## src/rtl/cmpr_match_accum.sv

```systemverilog
// Match accumulator downstream of the equality comparator: counts matching samples over a
// fixed window of accepted samples and hands each window's count out on a valid/ready port.
module cmpr_match_accum #(
   parameter int unsigned width     = 4,
   parameter int unsigned window    = 16,
   parameter int unsigned cnt_width = 5
) (
   input  logic                 clk,
   input  logic                 reset,
   input  logic                 clear,
   input  logic [width-1:0]     i0,
   input  logic                 i0_enable,
   output logic                 i0_ready,
   output logic [cnt_width-1:0] o0,
   output logic                 o1,
   output logic                 o0_valid,
   input  logic                 o0_ready
);

   if ((window < 1) || ((2 ** cnt_width) <= window)) begin : g_bad_params
      $error("cmpr_match_accum: window must be in 1..2**cnt_width-1");
   end

   // Only bit 0 of the compare result carries the match flag.
   if (width > 1) begin : g_unused_bits
      logic unused_i0_hi;
      assign unused_i0_hi = ^i0[width-1:1];
   end

   localparam logic [cnt_width-1:0] LastIdx   = cnt_width'(window - 1);
   localparam logic [cnt_width-1:0] WindowCnt = cnt_width'(window);

   typedef enum logic [0:0] {
      StAccum,
      StHold
   } state_e;

   state_e               state_q, state_d;
   logic [cnt_width-1:0] sample_cnt_q, sample_cnt_d;
   logic [cnt_width-1:0] match_cnt_q, match_cnt_d;
   logic [cnt_width-1:0] o0_q, o0_d;
   logic                 o1_q, o1_d;
   logic                 valid_q, valid_d;

   logic                 sample_acc;
   logic                 result_acc;
   logic [cnt_width-1:0] match_sum;

   always_comb begin
      i0_ready = 1'b1;
      unique case (state_q)
         StAccum: i0_ready = 1'b1;
         StHold:  i0_ready = o0_ready;
         default: i0_ready = 1'b1;
      endcase
   end

   assign sample_acc = i0_enable & i0_ready & ~clear;
   assign result_acc = valid_q & o0_ready;
   assign match_sum  = match_cnt_q + cnt_width'(i0[0]);

   always_comb begin
      state_d      = state_q;
      sample_cnt_d = sample_cnt_q;
      match_cnt_d  = match_cnt_q;
      o0_d         = o0_q;
      o1_d         = o1_q;
      valid_d      = valid_q;

      if (clear) begin
         state_d      = StAccum;
         sample_cnt_d = '0;
         match_cnt_d  = '0;
         o1_d         = 1'b0;
         valid_d      = 1'b0;
      end else begin
         if (result_acc) begin
            valid_d = 1'b0;
            state_d = StAccum;
         end
         // In HOLD a sample is only accepted alongside the result handoff, so it always starts
         // the next window; with window==1 it also completes that window immediately.
         if (sample_acc) begin
            if (sample_cnt_q == LastIdx) begin
               o0_d         = match_sum;
               o1_d         = (match_sum == WindowCnt);
               valid_d      = 1'b1;
               sample_cnt_d = '0;
               match_cnt_d  = '0;
               state_d      = StHold;
            end else begin
               sample_cnt_d = sample_cnt_q + 1'b1;
               match_cnt_d  = match_sum;
            end
         end
      end
   end

   always_ff @(posedge clk or posedge reset) begin
      if (reset) begin
         state_q      <= StAccum;
         sample_cnt_q <= '0;
         match_cnt_q  <= '0;
         o0_q         <= '0;
         o1_q         <= 1'b0;
         valid_q      <= 1'b0;
      end else begin
         state_q      <= state_d;
         sample_cnt_q <= sample_cnt_d;
         match_cnt_q  <= match_cnt_d;
         o0_q         <= o0_d;
         o1_q         <= o1_d;
         valid_q      <= valid_d;
      end
   end

   assign o0       = o0_q;
   assign o1       = o1_q;
   assign o0_valid = valid_q;

endmodule
```

## config.mk

```make
export PLATFORM = sky130hd
export DESIGN_NAME = cmpr_match_accum
export DESIGN_NICKNAME = d
export VERILOG_FILES = /design/src/rtl/cmpr_match_accum.sv
export SDC_FILE = /design/constraint.sdc
export NUM_CORES = 1
export LEC_CHECK = 0
export ABC_AREA = 1
export BUFFER_PORTS_ARGS = -buffer_cell sky130_fd_sc_hd__buf_2
export CAP_MARGIN = 40
export CORE_MARGIN = 8
export CORE_UTILIZATION = 35
export CTS_CLUSTER_DIAMETER = 40
export CTS_CLUSTER_SIZE = 10
export DETAILED_ROUTE_END_ITERATION = 12
export PLACE_DENSITY_LB_ADDON = 0.3
export SKIP_CTS_REPAIR_TIMING = 1
export SLEW_MARGIN = 20
export SYNTH_ARGS = -nofsm -noshare
export SYNTH_HDL_FRONTEND = slang
export SYNTH_SLANG_ARGS = --single-unit
```

## constraint.sdc

```tcl
create_clock -name clk -period 1.95 [get_ports clk]
set_input_delay 0.0975 -clock clk [delete_from_list [all_inputs] [get_ports clk]]
set_output_delay 0.0975 -clock clk [all_outputs]
set_load 0.01 [all_outputs]
```

==> impl_results.html <==
<table>
<tr><th>Metric</th><th>Value</th></tr>
<tr><th colspan="2">Critical path</th></tr>
<tr><td>Critical path start-end classification</td><td>reg -&gt; reg</td></tr>
<tr><td>Worst path buffer plus inverter count</td><td>1</td></tr>
<tr><td>Largest delay contributor family on the critical path</td><td>adder cells</td></tr>
<tr><td>CP Capture Type</td><td>register</td></tr>
<tr><td>Slowest cell delay on critical path</td><td>roughly 0.39 ns</td></tr>
<tr><td>Cells traversed along the worst timing path</td><td>ha_1 &gt; ha_1 &gt; inv_1 &gt; nand2_1 &gt; nor2_1 &gt; nand2_1 &gt; o21ai_0</td></tr>
<tr><td>Crit-path max FO</td><td>3</td></tr>
<tr><td>Crit. Startpoint</td><td>match_cnt_q[0]$_DFFE_PP0P_</td></tr>
<tr><td>Worst r2r src</td><td>match_cnt_q[0]$_DFFE_PP0P_</td></tr>
<tr><td>Required time worst endpoint</td><td>~2.2 ns</td></tr>
<tr><td>Endpoint arrival time on the critical path</td><td>1.65 ns</td></tr>
<tr><td>Kind of start point of the critical path</td><td>register</td></tr>
<tr><td>Slowest stage cell on the critical path</td><td>dfrtp_1</td></tr>
<tr><th colspan="2">Clocking</th></tr>
<tr><td>Number of sinks handled by clock tree synthesis</td><td>18</td></tr>
<tr><td>Clock buffer depth</td><td>2</td></tr>
<tr><td>Clock latency at the later pin of the worst-skew pair</td><td>roughly 0.29 ns</td></tr>
<tr><td>Clock-pin slew on the worst setup and hold paths</td><td>about 0.10 ns</td></tr>
<tr><td>TritonCTS Buffers</td><td>3</td></tr>
<tr><td>H-tree level count</td><td>1</td></tr>
<tr><td>CTS tree</td><td>yes</td></tr>
<tr><td>Cell at the root of the clock tree</td><td>clkbuf_4</td></tr>
<tr><th colspan="2">Logic synthesis</th></tr>
<tr><td>Synthesis-stage register bit count</td><td>18</td></tr>
<tr><td>Share of the synthesized area in the top cell type</td><td>0.511</td></tr>
<tr><td>Async S/R FF share, synth</td><td>1.00</td></tr>
<tr><td>Total number of yosys warnings</td><td>0</td></tr>
<tr><td>Cells after Synth</td><td>approximately 100</td></tr>
<tr><td>Number of nets produced by synthesis</td><td>between 100 and 150</td></tr>
<tr><td>Post-synthesis sequential area ratio</td><td>0.511</td></tr>
<tr><td>Most used standard cell by instance count after synthesis</td><td>nand2_1</td></tr>
<tr><td>Library cell with the largest summed area after synthesis</td><td>dfrtp_1</td></tr>
<tr><td>Most common library cells after synthesis</td><td>32 x nand2_1, 18 x dfrtp_1, 16 x inv_1</td></tr>
<tr><td>Summed instance area of the synthesized netlist</td><td>just under 900 um^2</td></tr>
<tr><td>Post-synth EDFFs</td><td>0</td></tr>
<tr><td>Syn Area/Cell</td><td>about 8.5 um^2</td></tr>
<tr><td>Most instantiated flip-flop cell in the synthesis netlist</td><td>dfrtp_1</td></tr>
<tr><td>Distinct cell type count of the synthesized netlist</td><td>18</td></tr>
<tr><td>Cell types occupying the most area after synthesis</td><td>dfrtp_1 51%, nand2_1 14%, inv_1 6.8%</td></tr>
<tr><th colspan="2">Global routing</th></tr>
<tr><td>Total track usage</td><td>0.0906</td></tr>
<tr><td>Maximum number of pins on one net before global-route repair</td><td>19</td></tr>
<tr><td>Total gr overflow</td><td>0</td></tr>
<tr><td>Wire length of the first global-routing pass</td><td>3.08 mm</td></tr>
<tr><td>Number of global-route vias before repair</td><td>706</td></tr>
<tr><td>Antenna violations before repair</td><td>0</td></tr>
<tr><th colspan="2">Pwr</th></tr>
<tr><td>Total Power Consumption</td><td>0.688 mW</td></tr>
<tr><td>Total power divided by cell area</td><td>671 nW/um^2</td></tr>
<tr><td>Largest vdd supply drop</td><td>approximately 430 uV</td></tr>
<tr><td>Leakage power figure</td><td>~0.56 nW</td></tr>
<tr><th colspan="2">Final layout</th></tr>
<tr><td>Area delta synth-&gt;final</td><td>16.3%</td></tr>
<tr><td>NumNets Final</td><td>between 100 and 150</td></tr>
<tr><td>Diodes inserted</td><td>0</td></tr>
<tr><td>Post-Layout Inst Area</td><td>1020 um^2</td></tr>
<tr><td>Total of fill cells in the finished design</td><td>258</td></tr>
<tr><td>Layout cell share with drive strength beyond 1</td><td>0.197</td></tr>
<tr><th colspan="2">Routing</th></tr>
<tr><td>Routed vias</td><td>~720</td></tr>
<tr><td>Router iterations before antenna repair</td><td>4</td></tr>
<tr><td>DRC viols</td><td>0</td></tr>
<tr><td>DR iter-0 viols</td><td>47</td></tr>
<tr><td>Detailed-route vias per instance</td><td>about 4.7</td></tr>
<tr><td>Total length of routed wires</td><td>about 1.8 mm</td></tr>
<tr><td>Post-DR wirelength/cell</td><td>approximately 12 um</td></tr>
<tr><td>Final ANT Viol Nets</td><td>0</td></tr>
<tr><th colspan="2">STA</th></tr>
<tr><td>Sum Neg Setup Slack</td><td>0 ns</td></tr>
<tr><td>Setup repair after global routing missed its margin</td><td>no</td></tr>
<tr><td>Pins over their slew limit</td><td>0</td></tr>
<tr><td>Headroom to the max-slew limit</td><td>0.515</td></tr>
<tr><td>Final worst path period need</td><td>1.43 ns</td></tr>
<tr><td>F_max</td><td>~0.7 GHz</td></tr>
<tr><td>Setup Skew</td><td>0.00437 ns</td></tr>
<tr><td>Final setup vio count</td><td>0</td></tr>
<tr><td>Tightest hold margin</td><td>around 0.14 ns</td></tr>
<tr><td>Transition time of the tightest slew-check pin</td><td>approximately 0.73 ns</td></tr>
<tr><td>Count of endpoints failing hold in the final timing report</td><td>0</td></tr>
<tr><td>Share of the clock period used by the worst path</td><td>0.735</td></tr>
<tr><th colspan="2">Placement</th></tr>
<tr><td>Post-detail-place hpwl</td><td>between 1 and 1.5 mm</td></tr>
<tr><td>RD Place Congestion</td><td>between 0.7 and 0.8</td></tr>
<tr><td>IO Port Bufs</td><td>13</td></tr>
<tr><td>Area after DPL</td><td>around 970 um^2</td></tr>
<tr><th colspan="2">Floorplan</th></tr>
<tr><td>Die Span X</td><td>around 66 um</td></tr>
<tr><td>Starting Density</td><td>0.362</td></tr>
<tr><td>Die Outline Area</td><td>4380 um^2</td></tr>
<tr><td>Core footprint</td><td>approximately 2400 um^2</td></tr>
<tr><td>Top Ports</td><td>17</td></tr>
<tr><td>Die height</td><td>between 60 and 70 um</td></tr>
<tr><td>Placement Rows</td><td>18</td></tr>
<tr><th colspan="2">Run</th></tr>
<tr><td>Max_cap viols</td><td>0</td></tr>
<tr><th colspan="2">Hold path</th></tr>
<tr><td>Class of the tightest hold or removal check</td><td>in -&gt; reg</td></tr>
<tr><td>Worst hold start</td><td>i0_enable</td></tr>
<tr><th colspan="2">Status</th></tr>
<tr><td>Outcome</td><td>finished, final reports clean</td></tr>
</table>
through the flow:
stage | setup WS (ns) | utilization | cells
6_report | 0.518 | 0.421 | 152
5_1_grt | 0.352 | 0.421 | 152
3_3_place_gp | 0.552 | 0.400 | 146
4_1_cts | 0.506 | 0.409 | 149
2_1_floorplan | 0.639 | - | 104
3_5_place_dp | 0.538 | 0.400 | 146
path summary, 6_finish.rpt:
path | end | slack (ns) | cells past startpoint
min in group asynchronous | sample_cnt_q[1]$_DFFE_PP0P_ | 0.46 | 3
max | o1$_DFFE_PP0P_ | 0.52 | 7
min reg2reg | o0[4]$_DFFE_PP0P_ | 0.48 | 2
min | sample_cnt_q[2]$_DFFE_PP0P_ | 0.14 | 3
max in group asynchronous | match_cnt_q[4]$_DFFE_PP0P_ | 1.03 | 3
max reg2reg | o1$_DFFE_PP0P_ | 0.52 | 7
state kept, by name (all words and copies together), names as in the netlist:
register	cells
o1	1
o0_valid	1
sample_cnt_q	5
o0	5
match_cnt_q	5
state_q	1
metal layers:
| metal | track usage | routed length (um) |
|---|---|---|
| met1 | 0.111 | 838 |
| met2 | 0.134 | 836 |
| met3 | 0.0441 | 100 |
| met4 | 0.0320 | 27 |
| met5 | 0 | 0 |
layout by cell type (no fill, tap or decap), drive strengths merged:
| cell | Yosys | final |
|---|---|---|
| nand2 | 32 | 32 |
| dfrtp | 18 | 18 |
| inv | 17 | 17 |
| buf | 1 | 13 |
| o21ai | 12 | 12 |
| nor2 | 7 | 7 |
| nand3 | 5 | 5 |
| ha | 3 | 3 |
| clkbuf | 0 | 3 |
| dlygate4sd3 | 0 | 3 |
| nand4 | 3 | 3 |
| a21oi | 2 | 2 |
| o22ai | 2 | 2 |
| xnor2 | 1 | 1 |
| o31ai | 1 | 1 |
kinds of logic (layout without fill, tap and decap cells):
kind of cell | Yosys count | count (layout) | share of synthesized area
adders and majority gates | 3 | 3 | 0.0426
DFF | 18 | 18 | 0.511
AOI/OAI and AO/OA | 17 | 17 | 0.119
xor gates and xnor gates | 1 | 1 | 0.00994
buffers and inverters | 18 | 36 | 0.0852
and+or+nand+nor | 47 | 47 | 0.232
cell type report:
type / instances / area (um^2) / share of cell area
sequential: 18 / 450 / 0.440
tap: 30 / 37.5 / 0.0366
timing repair buffer: 16 / 95.1 / 0.0928
multi-input combinational: 68 / 355 / 0.347
clock buffer: 3 / 22.5 / 0.0220
inverter: 17 / 63.8 / 0.0623
where the power goes:
group	leakage (nW)	total [mW]	switching (mW)	internal [mW]
Clock	0.0138	0.183	0.112	0.0720
Sequential	0.247	0.410	0.0154	0.394
Combinational	0.298	0.0948	0.0583	0.0365
Total	0.559	0.688	0.185	0.503
tightest hold or removal path, cell delays in order:
cell	delay [ns]
buf_2	0.11
nand3_2	0.10
o21ai_0	0.09
Power figures use the tool's default switching activity.
